===== src/rtl/route_comp_pipe.sv =====
// Elastic route-computation stage: dimension-order torus routing, per-packet dir/VC state, output queue with eject port.
// Optional feature macro RC_PRIORITY_DEC_EN: decrement (saturating) the cmp field of head and single flits.
module route_comp_pipe #(
  parameter int XSIZE      = 4,
  parameter int YSIZE      = 4,
  parameter int ZSIZE      = 4,
  parameter int XW         = 2,
  parameter int YW         = 2,
  parameter int ZW         = 2,
  parameter int CUR_X      = 0,
  parameter int CUR_Y      = 0,
  parameter int CUR_Z      = 0,
  parameter int FLIT_SIZE  = 64,
  parameter int CMP_LEN    = 4,
  parameter int FIFO_DEPTH = 2
) (
  input  logic                 clk,
  input  logic                 rst_n,
  input  logic                 in_valid,
  output logic                 in_ready,
  input  logic [FLIT_SIZE-1:0] in_flit,
  input  logic [2:0]           dir_in,
  output logic                 out_valid,
  input  logic                 out_ready,
  output logic [FLIT_SIZE-1:0] out_flit,
  output logic [2:0]           dir_out,
  output logic                 ej_valid,
  input  logic                 ej_ready,
  output logic [FLIT_SIZE-1:0] ej_flit,
  output logic                 pkt_err
);

  localparam int VC_B   = FLIT_SIZE - 3;
  localparam int Z_LO   = VC_B - ZW;
  localparam int Y_LO   = Z_LO - YW;
  localparam int X_LO   = Y_LO - XW;
  localparam int CMP_LO = X_LO - CMP_LEN;
  localparam int AW     = $clog2(FIFO_DEPTH);

  localparam int unsigned CX = CUR_X;
  localparam int unsigned CY = CUR_Y;
  localparam int unsigned CZ = CUR_Z;
  localparam int unsigned SX = XSIZE;
  localparam int unsigned SY = YSIZE;
  localparam int unsigned SZ = ZSIZE;

  localparam logic [1:0] T_HEAD   = 2'b00;
  localparam logic [1:0] T_BODY   = 2'b01;
  localparam logic [1:0] T_TAIL   = 2'b10;
  localparam logic [1:0] T_SINGLE = 2'b11;
  localparam logic [2:0] D_EJECT  = 3'd6;

  typedef enum logic {IDLE, PKT} state_t;

  state_t state, state_n;

  function automatic int unsigned fwd_dist(input int unsigned dst, input int unsigned cur,
                                           input int unsigned size);
    return (dst >= cur) ? dst - cur : dst + size - cur;
  endfunction

`ifdef RC_PRIORITY_DEC_EN
  function automatic logic [CMP_LEN-1:0] prio_dec(input logic [CMP_LEN-1:0] c);
    return (c == '0) ? c : c - CMP_LEN'(1);
  endfunction
`endif

  // p0: classify, route and rewrite the accepted flit
  logic [1:0]           typ_p0;
  logic                 accept_p0, vld_p0;
  logic                 drop_p0, err_p0, latch_p0, use_lat_p0;
  int unsigned          dx_p0, dy_p0, dz_p0;
  logic [2:0]           rdir_p0, dir_p0;
  logic                 wrap_p0, pos_p0, rvc_p0;
  logic [CMP_LEN-1:0]   cmp_p0;
  logic [FLIT_SIZE-1:0] flit_p0;
  logic [2:0]           dir_lat;
  logic                 vc_lat;

  assign typ_p0    = in_flit[FLIT_SIZE-1 -: 2];
  assign accept_p0 = in_valid && in_ready;
  assign vld_p0    = accept_p0 && !drop_p0;

  always_comb begin
    dx_p0   = 32'(in_flit[X_LO +: XW]);
    dy_p0   = 32'(in_flit[Y_LO +: YW]);
    dz_p0   = 32'(in_flit[Z_LO +: ZW]);
    rdir_p0 = D_EJECT;
    wrap_p0 = 1'b0;
    pos_p0  = 1'b0;
    if (dx_p0 != CX) begin
      pos_p0  = fwd_dist(dx_p0, CX, SX) <= SX / 2;
      rdir_p0 = pos_p0 ? 3'd0 : 3'd3;
      wrap_p0 = pos_p0 ? (CX == SX - 1) : (CX == 0);
    end else if (dy_p0 != CY) begin
      pos_p0  = fwd_dist(dy_p0, CY, SY) <= SY / 2;
      rdir_p0 = pos_p0 ? 3'd1 : 3'd4;
      wrap_p0 = pos_p0 ? (CY == SY - 1) : (CY == 0);
    end else if (dz_p0 != CZ) begin
      pos_p0  = fwd_dist(dz_p0, CZ, SZ) <= SZ / 2;
      rdir_p0 = pos_p0 ? 3'd2 : 3'd5;
      wrap_p0 = pos_p0 ? (CZ == SZ - 1) : (CZ == 0);
    end
    // Dateline VC switch only when continuing straight across the wrap link.
    rvc_p0 = in_flit[VC_B];
    if (rdir_p0 != D_EJECT) begin
      if (dir_in != rdir_p0) rvc_p0 = 1'b0;
      else if (wrap_p0)      rvc_p0 = 1'b1;
    end
  end

  always_comb begin
    state_n    = state;
    drop_p0    = 1'b0;
    err_p0     = 1'b0;
    latch_p0   = 1'b0;
    use_lat_p0 = 1'b0;
    case (state)
      IDLE: begin
        case (typ_p0)
          T_HEAD: begin
            latch_p0 = 1'b1;
            state_n  = PKT;
          end
          T_SINGLE: ;
          default: begin
            drop_p0 = 1'b1;
            err_p0  = 1'b1;
          end
        endcase
      end
      PKT: begin
        case (typ_p0)
          T_BODY: use_lat_p0 = 1'b1;
          T_TAIL: begin
            use_lat_p0 = 1'b1;
            state_n    = IDLE;
          end
          T_HEAD: begin
            err_p0   = 1'b1;
            latch_p0 = 1'b1;
          end
          default: begin
            err_p0  = 1'b1;
            state_n = IDLE;
          end
        endcase
      end
      default: state_n = IDLE;
    endcase
  end

  always_comb begin
`ifdef RC_PRIORITY_DEC_EN
    cmp_p0 = prio_dec(in_flit[CMP_LO +: CMP_LEN]);
`else
    cmp_p0 = in_flit[CMP_LO +: CMP_LEN];
`endif
    flit_p0 = in_flit;
    if (use_lat_p0) begin
      flit_p0[VC_B] = vc_lat;
      dir_p0        = dir_lat;
    end else begin
      flit_p0[VC_B]                 = rvc_p0;
      flit_p0[CMP_LO +: CMP_LEN]    = cmp_p0;
      dir_p0                        = rdir_p0;
    end
  end

  always_ff @(posedge clk or negedge rst_n) begin
    if (!rst_n) begin
      state   <= IDLE;
      pkt_err <= 1'b0;
    end else begin
      pkt_err <= accept_p0 && err_p0;
      if (accept_p0) state <= state_n;
    end
  end

  always_ff @(posedge clk) begin
    if (accept_p0 && latch_p0) begin
      dir_lat <= rdir_p0;
      vc_lat  <= rvc_p0;
    end
  end

  // p1: output queue; head steered to crossbar or eject port by its dir
  logic [FLIT_SIZE-1:0] q_flit_p1 [FIFO_DEPTH];
  logic [2:0]           q_dir_p1  [FIFO_DEPTH];
  logic [AW-1:0]        wr_ptr, rd_ptr;
  logic [AW:0]          cnt;
  logic                 vld_p1, pop_p1;
  logic [FLIT_SIZE-1:0] head_flit_p1;
  logic [2:0]           head_dir_p1;

  assign in_ready     = cnt != (AW+1)'(FIFO_DEPTH);
  assign vld_p1       = cnt != '0;
  assign head_flit_p1 = q_flit_p1[rd_ptr];
  assign head_dir_p1  = q_dir_p1[rd_ptr];
  assign out_valid    = vld_p1 && (head_dir_p1 != D_EJECT);
  assign ej_valid     = vld_p1 && (head_dir_p1 == D_EJECT);
  assign out_flit     = out_valid ? head_flit_p1 : '0;
  assign dir_out      = out_valid ? head_dir_p1 : 3'd0;
  assign ej_flit      = ej_valid ? head_flit_p1 : '0;
  assign pop_p1       = (out_valid && out_ready) || (ej_valid && ej_ready);

  always_ff @(posedge clk or negedge rst_n) begin
    if (!rst_n) begin
      wr_ptr <= '0;
      rd_ptr <= '0;
      cnt    <= '0;
    end else begin
      if (vld_p0) wr_ptr <= wr_ptr + AW'(1);
      if (pop_p1) rd_ptr <= rd_ptr + AW'(1);
      case ({vld_p0, pop_p1})
        2'b10:   cnt <= cnt + (AW+1)'(1);
        2'b01:   cnt <= cnt - (AW+1)'(1);
        default: cnt <= cnt;
      endcase
    end
  end

  always_ff @(posedge clk) begin
    if (vld_p0) begin
      q_flit_p1[wr_ptr] <= flit_p0;
      q_dir_p1[wr_ptr]  <= dir_p0;
    end
  end

endmodule


===== config.mk =====
export PLATFORM = sky130hd
export DESIGN_NAME = route_comp_pipe
export DESIGN_NICKNAME = d
export VERILOG_FILES = /design/src/rtl/route_comp_pipe.sv
export SDC_FILE = /design/constraint.sdc
export NUM_CORES = 1
export LEC_CHECK = 0
export CAP_MARGIN = 10
export CORE_MARGIN = 4
export CORE_UTILIZATION = 45
export CTS_CLUSTER_SIZE = 14
export DETAILED_ROUTE_END_ITERATION = 7
export PLACE_DENSITY = 0.82
export SLEW_MARGIN = 20
export SYNTH_ARGS = -nofsm -noshare
export SYNTH_HDL_FRONTEND = slang
export SYNTH_SLANG_ARGS = --single-unit
export TNS_END_PERCENT = 30

===== constraint.sdc =====
create_clock -name clk -period 5.1 [get_ports clk]
set_clock_uncertainty 0.15 [all_clocks]
set_input_delay 0.51 -clock clk [delete_from_list [all_inputs] [get_ports clk]]
set_output_delay 0.51 -clock clk [all_outputs]
set_load 0.02 [all_outputs]

Word level (Yosys, flattened, before mapping)
Memory sizes are Yosys's and may differ from the RTL's.
Cells that the tools add are included.
- register bits: 10
- memory bits (writable): 134
- output and inout bits: 135
- memories kept: 2
- $add $sub $neg: 4
- order comparisons: 3
- equality and inequality tests: 10
- muxes and demuxes: 32
- bitwise operators: 1
- reductions and logical operators: 19
- memories (memory ; depth ; bits a word ; read ports ; clocked after memory_dff ; write ports ; line ; source):
    q_flit_p1 ; 2 ; 64 ; 1 ; 0 ; 1 ; 188 ; logic [FLIT_SIZE-1:0] q_flit_p1 [FIFO_DEPTH];
    q_dir_p1 ; 2 ; 3 ; 1 ; 0 ; 1 ; 189 ; logic [2:0] q_dir_p1 [FIFO_DEPTH];
- operators with widths (kind ; number):
    $mux 64 ; 2
    $mux 3 ; 7
    $mux 1 ; 19
    $reduce_bool 2->1 ; 5
    $logic_and 1x1->1 ; 8
    $eq 2x2->1 const B ; 3
    $le 2x2->1 const B ; 3
    $ne 3x3->1 const B ; 2
    $reduce_or 2->1 ; 3
    $eq 2x1->1 const B ; 2
    $pmux 1 s2 ; 2
    $pmux 2 s2 ; 1
    $eq 3x3->1 const B ; 1
    $ne 3x3->1 ; 1
    $add 1x1->1 const B ; 2
    $add 2x1->2 const B ; 1
    $logic_not 2->1 ; 1
    $mux 2 ; 1
    $ne 2x2->1 const B ; 1
    $sub 2x1->2 const B ; 1
    $logic_not 1->1 ; 1
    $logic_or 1x1->1 ; 1
    $not 1->1 ; 1

Depth between registers and ports, before layout
Gate-level depths: netlist of run 1.
- depth after elaboration: 9
- depth in mapped cells: 10

Worst setup path after synthesis of run 1
Ideal clock, no wire load.
- path kind: input to register
- start: input in_flit[62]
- end: memory q_dir_p1[0][0], enable pin
- setup time: 0.493 ns
- arrival time: 3.926 ns
- required time: 4.457 ns
- setup slack: 0.532 ns
- cell stages on the path: 5
- cells stage by stage: inv_1 -> ha_1 -> nand2b_1 -> nand3_1 -> nor2_1
- longest elaborated chain between the ends: 8
- elaborated cells between the ends (all ways): 9
- those cells by class: eq/ne: 1; mux: 4; reduce/logical: 4
- RTL lines (what ; line ; source):
    start, declared ; 21 ; input logic [FLIT_SIZE-1:0] in_flit,
    $eq 2x2->1 / $logic_not 2->1 (equally long branches) ; 120 ; case (typ_p0)
    $reduce_or 2->1 (no source line) (*) ; -- ;
    $mux 1 (*) ; 120 ;
    $mux 1 (*) ; 118 ; case (state)
    $logic_not 1->1 (*) ; 82 ; assign vld_p0 = accept_p0 && !drop_p0;
    $logic_and 1x1->1 (*) ; 82 ;
    $mux 1 (*) ; 224 ; if (vld_p0) begin
    $mux 1 (implied by the code) (*) ; 226 ; q_dir_p1[wr_ptr] <= dir_p0;
    end, declared ; 189 ;
Mark *: on every way between the ends. The rest lies on a longest branch, timed or not.

Final worst setup path of run 1
- start: register rd_ptr
- end: output ej_flit[33]
- longest elaborated chain between the ends: 4
- elaborated cells between the ends (all ways): 5
- those cells by class: eq/ne: 1; mux: 1; reduce/logical: 1; memory: 2
- RTL lines (what ; line ; source):
    start, declared ; 190 ; logic [AW-1:0] wr_ptr, rd_ptr;
    start signal, assigned ; 214 ; if (pop_p1) rd_ptr <= rd_ptr + AW'(1);
    $mem_v2 2x3 ; -- ;
    $eq 3x3->1 ; 201 ; assign ej_valid = vld_p1 && (head_dir_p1 == D_EJECT);
    $logic_and 1x1->1 ; 201 ;
    $mux 64 (*) ; 204 ; assign ej_flit = ej_valid ? head_flit_p1 : '0;
    end, declared ; 29 ; output logic [FLIT_SIZE-1:0] ej_flit,
Marks and branches as above.

==> results of run 1 <==
worst min path at each step:
| stage | startpoint | end | cells past startpoint |
|---|---|---|---|
| 2_1_floorplan | rst_n | cnt[0]$_DFFE_PN0P_ | 0 |
| 3_3_place_gp | wr_ptr$_DFFE_PN0P_ | wr_ptr$_DFFE_PN0P_ | 1 |
| 3_5_place_dp | wr_ptr$_DFFE_PN0P_ | wr_ptr$_DFFE_PN0P_ | 1 |
| 4_1_cts | rst_n | pkt_err$_DFF_PN0_ | 1 |
| 5_1_grt | rst_n | pkt_err$_DFF_PN0_ | 1 |
| 6_report | rst_n | pkt_err$_DFF_PN0_ | 1 |
final cells by class:
cell class | instances | share of cell area
Multi-Input combinational cell | 254 | 0.1828
Sequential cell | 144 | 0.4856
Inverter | 5 | 0.002121
Clock inverter | 13 | 0.01654
Tap cell | 172 | 0.02432
Clock buffer | 18 | 0.04849
Timing Repair Buffer | 211 | 0.2401
worst register-to-register path, delay by kind of cell, from the launching register on:
family	cells	cell delay, ns
AOI/OAI and AO/OA	3	0.84
DFF	1	0.66
and+or+nand+nor	2	0.40
adders and majority gates	1	0.32
buffers and inverters	1	0.14
xor gates and xnor gates	1	0.14
report_power, final:
group / internal, mW / switching (mW) / leakage, nW
Clock: 0.757 / 0.438 / 0.272
Combinational: 1.03 / 1.29 / 1.64
Sequential: 1.55 / 0.124 / 1.34
cells in the final DEF, fill, tap and decap left out, drive strengths merged:
master | Yosys | routed
nand3 | 1 | 1
edfxtp | 138 | 138
nor2 | 137 | 137
nand2b | 6 | 6
clkinv | 0 | 7
xor2 | 5 | 5
inv | 5 | 5
nand4b | 1 | 1
o32ai | 1 | 1
a21oi | 4 | 4
dfrtp | 6 | 6
mux2 | 2 | 2
mux2i | 66 | 66
clkdlybuf4s50 | 0 | 206
o21a | 2 | 2
clkinvlp | 0 | 3
and2 | 2 | 2
o31ai | 1 | 1
ha | 4 | 4
nand2 | 5 | 5
clkbuf | 4 | 18
o41ai | 1 | 1
a31oi | 1 | 1
buf | 18 | 5
xnor2 | 3 | 3
nor3 | 2 | 2
a22o | 1 | 1
bufinv | 0 | 3
and3 | 2 | 2
a31o | 1 | 1
or2 | 1 | 1
o21ai | 5 | 5
flip-flops by register name, summed over array words and instances, names as in the netlist:
register and cells:
cnt 2, dir_lat 3, pkt_err 1, q_dir_p1 6, q_flit_p1 128, rd_ptr 1
state 1, vc_lat 1, wr_ptr 1
cells by family (layout without fill, tap and decap cells):
family                     count (synthesis)  after routing
xor gates and xnor gates                   8              8
adders and majority gates                  4              4
and+or+nand+nor                          157            157
muxes                                     68             68
DFF                                      144            144
buffers and inverters                     27            247
AOI/OAI and AO/OA                         17             17
routing by layer:
metal	wire, µm	track usage
met1	5453	0.2074
met2	7263	0.3252
met3	814	0.04712
met4	260	0.07474
met5	0	0
metrics by stage:
step           utilization  instance area (µm²)  hold WS [ns]  total power [mW]
2_1_floorplan            -                 6001       0.06441             2.990
3_3_place_gp        0.6452                 8274        0.3894             3.988
3_5_place_dp        0.6452                 8274        0.3903             4.043
4_1_cts             0.6900                 8850        0.1830             5.246
5_1_grt             0.6900                 8850        0.1910             5.444
6_report            0.6900                 8850        0.1917             5.187
==> flow_summary.ini, run 1 <==
[hold_path]
hp-class = in2async

[global_route]
antenna_found_initial = 0
overflow = 0
grtUsageTotal = 0.1822
grt_pass1_vias = 4097
grt_pass1_wl_um = 20750
grt_max_degree = 46

[clocking]
path_clk_slew_ns = 0.06
cts_tree = built
cts_root_buf = clkbuf_16
cts_made_buffers = 17
cts_sinks = 144
cts_resized = 0
clock_path_buffers = 2
clkLatencyLatePin_ns = 0.41
post_cts_buffers = 0
cts_hold_buf = 0
cts_max_level = 4

[power_and_ir_drop]
leakage_nw = 3.250
peakVddDrop_uv = 356.2
p_per_area_mw_per_mm2 = 586.1

[critical_path]
crit_path_end_kind = output port
required_ns = 4.44
critPathSlowestCell = dfrtp_4
critical_path.max_fanout = 42
rrSetupSlack_ns = 2.37
critPathMaxStageDelay_ns = 0.66
critical_path_class = reg2out
reg2reg_from = rd_ptr$_DFFE_PN0P_
cp_num_buf_inv = 2
reg2regPathDepth = 8
critical-path-top-delay-family = buffers and inverters
worstReg2RegEnd = cnt[1]$_DFFE_PN0P_
path_cells = nand2b_1 > o21ai_0 > o21ai_4 > buf_4 > nor2_1 > clkdlybuf4s50_1
crit_cells = 6
cp.arrival_ns = 3.13
crit_start = rd_ptr$_DFFE_PN0P_
critPathLaunchType = register
crit_end = ej_flit[33]

[drt]
drc = 0
first_pass_iters = 4
wl_per_cell_um = 16.88
ant_nets = 0
vias = 3972
avgViaCountPerCell = 4.862
drt-initial-drc-count = 203
routed_wl_um = 13790

[yosys]
synth-xor-area-share = 0.01168
synth_edf_count = 138
synth.cell_area_mm2 = 0.006001
yosysSeqAreaShare = 0.7156
ys_top_cells_by_area = edfxtp_1 69%, mux2i_1 11%, nor2_1 8.6%, dfrtp_1 2.5%, buf_2 1.4%
yosys.cell_types.count = 32
ys_top_cells_by_count = 138 x edfxtp_1, 137 x nor2_1, 66 x mux2i_1
synth_flop_cell = edfxtp_1
syn_nets = 501
synth.most_common_cell = edfxtp_1
synth_fa_ha_area_frac = 0.008340
yosys.area.top_type = edfxtp_1
synth_compound_area_frac = 0.02419
syn-instance-count = 425
postSynth.asyncResetShare = 0.04167
yosys.area_share.simple = 0.1059
synth.avg_cell_area_um2 = 14.12
ys_seq_elements = 144
synth_top_area_share = 0.6906
synth_top_family_by_area = multiplexers
ys.warnings.count = 0
synthMuxAreaShare = 0.1138

[sta]
worst_pin_slew_ns = 0.8717
finalHoldViolations = 0
maxSlewHeadroom = 0.4166
slew_violations = 0
fin_ws_ns = 1.310
setup_viol = 0
fmax_mhz = 263.9
post-route-period-util = 0.7431
setup_tns_ns = 0
rsz0062_at_grt = no
period_minus_slack_ns = 3.790

[placed_design]
numPortBuffers = 206
dpl.cell_count = 786
gp_congestion = 0.8238
dpl_worst_slack_ns = 1.724
place_hpwl_um = 9915

[status]
status = completed

[finish]
num_antenna_cells = 0
fill_cells = 896
multi_input_comb_area_mm2 = 0.001618
fin_cells = 817
num-nets-final = 709
drive_gt1_frac = 0.06667
area_delta_synth_final_pct = 47.48
regArea_mm2 = 0.004298

[floorplanning]
die_h_um = 123.5
std_cell_rows = 41
die_area_mm2 = 0.01525
core-area_mm2 = 0.01282
floorplan.initialDensity = 0.4679
die_width_um = 123.5
pin_count = 207

[flow_run]
cap_violations = 0
(Power assumes the default switching activity.)
==> run 2: changes to the inputs <==
--- a/config.mk
+++ b/config.mk
@@ -7,10 +7,10 @@
 export LEC_CHECK = 0
 export CAP_MARGIN = 10
 export CORE_MARGIN = 4
-export CORE_UTILIZATION = 45
+export CORE_UTILIZATION = 41
 export CTS_CLUSTER_SIZE = 14
 export DETAILED_ROUTE_END_ITERATION = 7
-export PLACE_DENSITY = 0.82
+export PLACE_DENSITY = 0.78
 export SLEW_MARGIN = 20
 export SYNTH_ARGS = -nofsm -noshare
 export SYNTH_HDL_FRONTEND = slang
==> constraint.sdc (replaced) <==
create_clock -name clk -period 3.4 [get_ports clk]
set_clock_uncertainty 0.15 [all_clocks]
set_input_delay 0.34 -clock clk [delete_from_list [all_inputs] [get_ports clk]]
set_output_delay 0.34 -clock clk [all_outputs]
set_load 0.02 [all_outputs]
==> flow_summary.ini, run 2 (synthesized netlist as in run 1, its figures left out) <==
[global_route]
antenna_found_initial = 0
grt_pass1_wl_um = 21000
grt_pass1_vias = 4316
grt_max_degree = 68
overflow = 0
grtUsageTotal = 0.1659

[sta]
hold_slack_ns = 0.01711
fin_ws_ns = 0.1986
period_minus_slack_ns = 3.201
fmax_mhz = 312.4
rsz0062_at_grt = no
post-route-period-util = 0.9416
maxSlewHeadroom = 0.3159
slew_violations = 0
setup_viol = 0
finalHoldViolations = 0
worst_pin_slew_ns = 1.026

[finish]
most-common-layout-cells = 206 x clkdlybuf4s50_1, 138 x edfxtp_1, 135 x nor2_1
num-nets-final = 714
regMostFlops = q_flit_p1
area_delta_synth_final_pct = 49.08
largest_reg_flops = 128
fill_cells = 1050
drive_gt1_frac = 0.07846
final_common_cell = clkdlybuf4s50_1
largestRegisters = q_flit_p1: 128 flops, q_dir_p1: 6 flops, dir_lat: 3 flops
num_antenna_cells = 0
finish.utilization = 0.6347

[clocking]
clkLatencyLatePin_ns = 0.40
path_clk_slew_ns = 0.06
cts_root_buf = clkbuf_16
cts_tree = built
cts_made_buffers = 17
cts_hold_buf = 0
cts_sinks = 144
clock_path_buffers = 2
cts_max_level = 4

[floorplanning]
die_area_mm2 = 0.01664
core-area_mm2 = 0.01410
die_h_um = 129.0
std_cell_rows = 43
floorplan.initialDensity = 0.4257
die_width_um = 129.0
pin_count = 207

[drt]
wl_per_cell_um = 17.44
drt-initial-drc-count = 193
avgViaCountPerCell = 4.986
drc = 0
vias = 4138
first_pass_iters = 4
routed_wl_um = 14480
ant_nets = 0

[critical_path]
path_cells = nand2b_1 > o21ai_4 > o21ai_4 > buf_4 > nor2_1 > clkdlybuf4s50_1
cp_num_buf_inv = 2
critPathLaunchType = register
crit_path_end_kind = output port
critical_path.max_fanout = 22
critPathSlowestCell = clkdlybuf4s50_1
cp.arrival_ns = 2.71
critical_path_class = reg2out
cp_common_cell = o21ai_4
required_ns = 2.91
crit_start = rd_ptr$_DFFE_PN0P_
reg2reg_from = cnt[0]$_DFFE_PN0P_
critPathMaxStageDelay_ns = 0.63
critical-path-top-delay-family = buffers and inverters

[placed_design]
dpl_worst_slack_ns = 0.4329
gp_congestion = 0.8365
numPortBuffers = 206
place_hpwl_um = 9729

[hold_path]
hp-class = in2async

[power_and_ir_drop]
peakVddDrop_uv = 601.6
p_per_area_mw_per_mm2 = 895.3
leakage_nw = 3.302

[flow_run]
cap_violations = 0

[status]
status = completed
## run 2: final timing paths
check	to	slack (ns)	depth (start not counted)
max reg2reg	cnt[1]$_DFFE_PN0P_	0.64	7
min	state$_DFFE_PN0P_	0.02	1
min reg2reg	wr_ptr$_DFFE_PN0P_	0.40	1
max	ej_flit[5]	0.20	6
max in group asynchronous	rd_ptr$_DFFE_PN0P_	2.85	1
min in group clk	q_flit_p1[0][42]$_DFFE_PP_	0.37	1
## run 2: through the flow
step / power [mW] / instance area [µm²] / std cells / setup TNS (ns)
after floorplan: 4.485 / 6001 / 425 / -134.16
after global placement: 5.991 / 8294 / 797 / 0
after detailed placement: 6.069 / 8294 / 797 / 0
after CTS: 8.057 / 8930 / 829 / 0
after global routing: 8.377 / 8946 / 830 / 0
final: 8.009 / 8946 / 830 / 0
## run 2: repair_timing
action / 4_1_cts / 5_1_grt
setup endpoints to repair: 2 / 27
pin swaps: 0 / 1
resized for setup: 2 / 1
setup buffers: 0 / 0
gates cloned: 1 / 1
## run 2: final cells by class
type | instances | area (µm²) | share of cell area
Timing Repair Buffer | 214 | 2135 | 0.2386
Inverter | 5 | 18.77 | 0.002098
Multi-Input combinational cell | 256 | 1647 | 0.1841
Clock inverter | 12 | 190.2 | 0.02126
Clock buffer | 19 | 432.9 | 0.04839
Tap cell | 180 | 225.2 | 0.02517
Sequential cell | 144 | 4298 | 0.4804
## run 2: where the power goes
group          internal [mW]  total [mW]  switching, mW
Clock                   1.29        1.94          0.653
Sequential              2.32        2.46          0.140
Combinational           1.57        3.61           2.04
## run 2: layer usage
| layer | wire (µm) | vias to the layer above | track usage | share of wire |
|---|---|---|---|---|
| li1 | - | 1947 | - | - |
| met1 | 5627 | 1988 | 0.1843 | 0.39 |
| met2 | 7698 | 177 | 0.3040 | 0.53 |
| met3 | 860 | 26 | 0.03694 | 0.059 |
| met4 | 289 | 0 | 0.07165 | 0.020 |
| met5 | 0 | - | 0 | 0 |
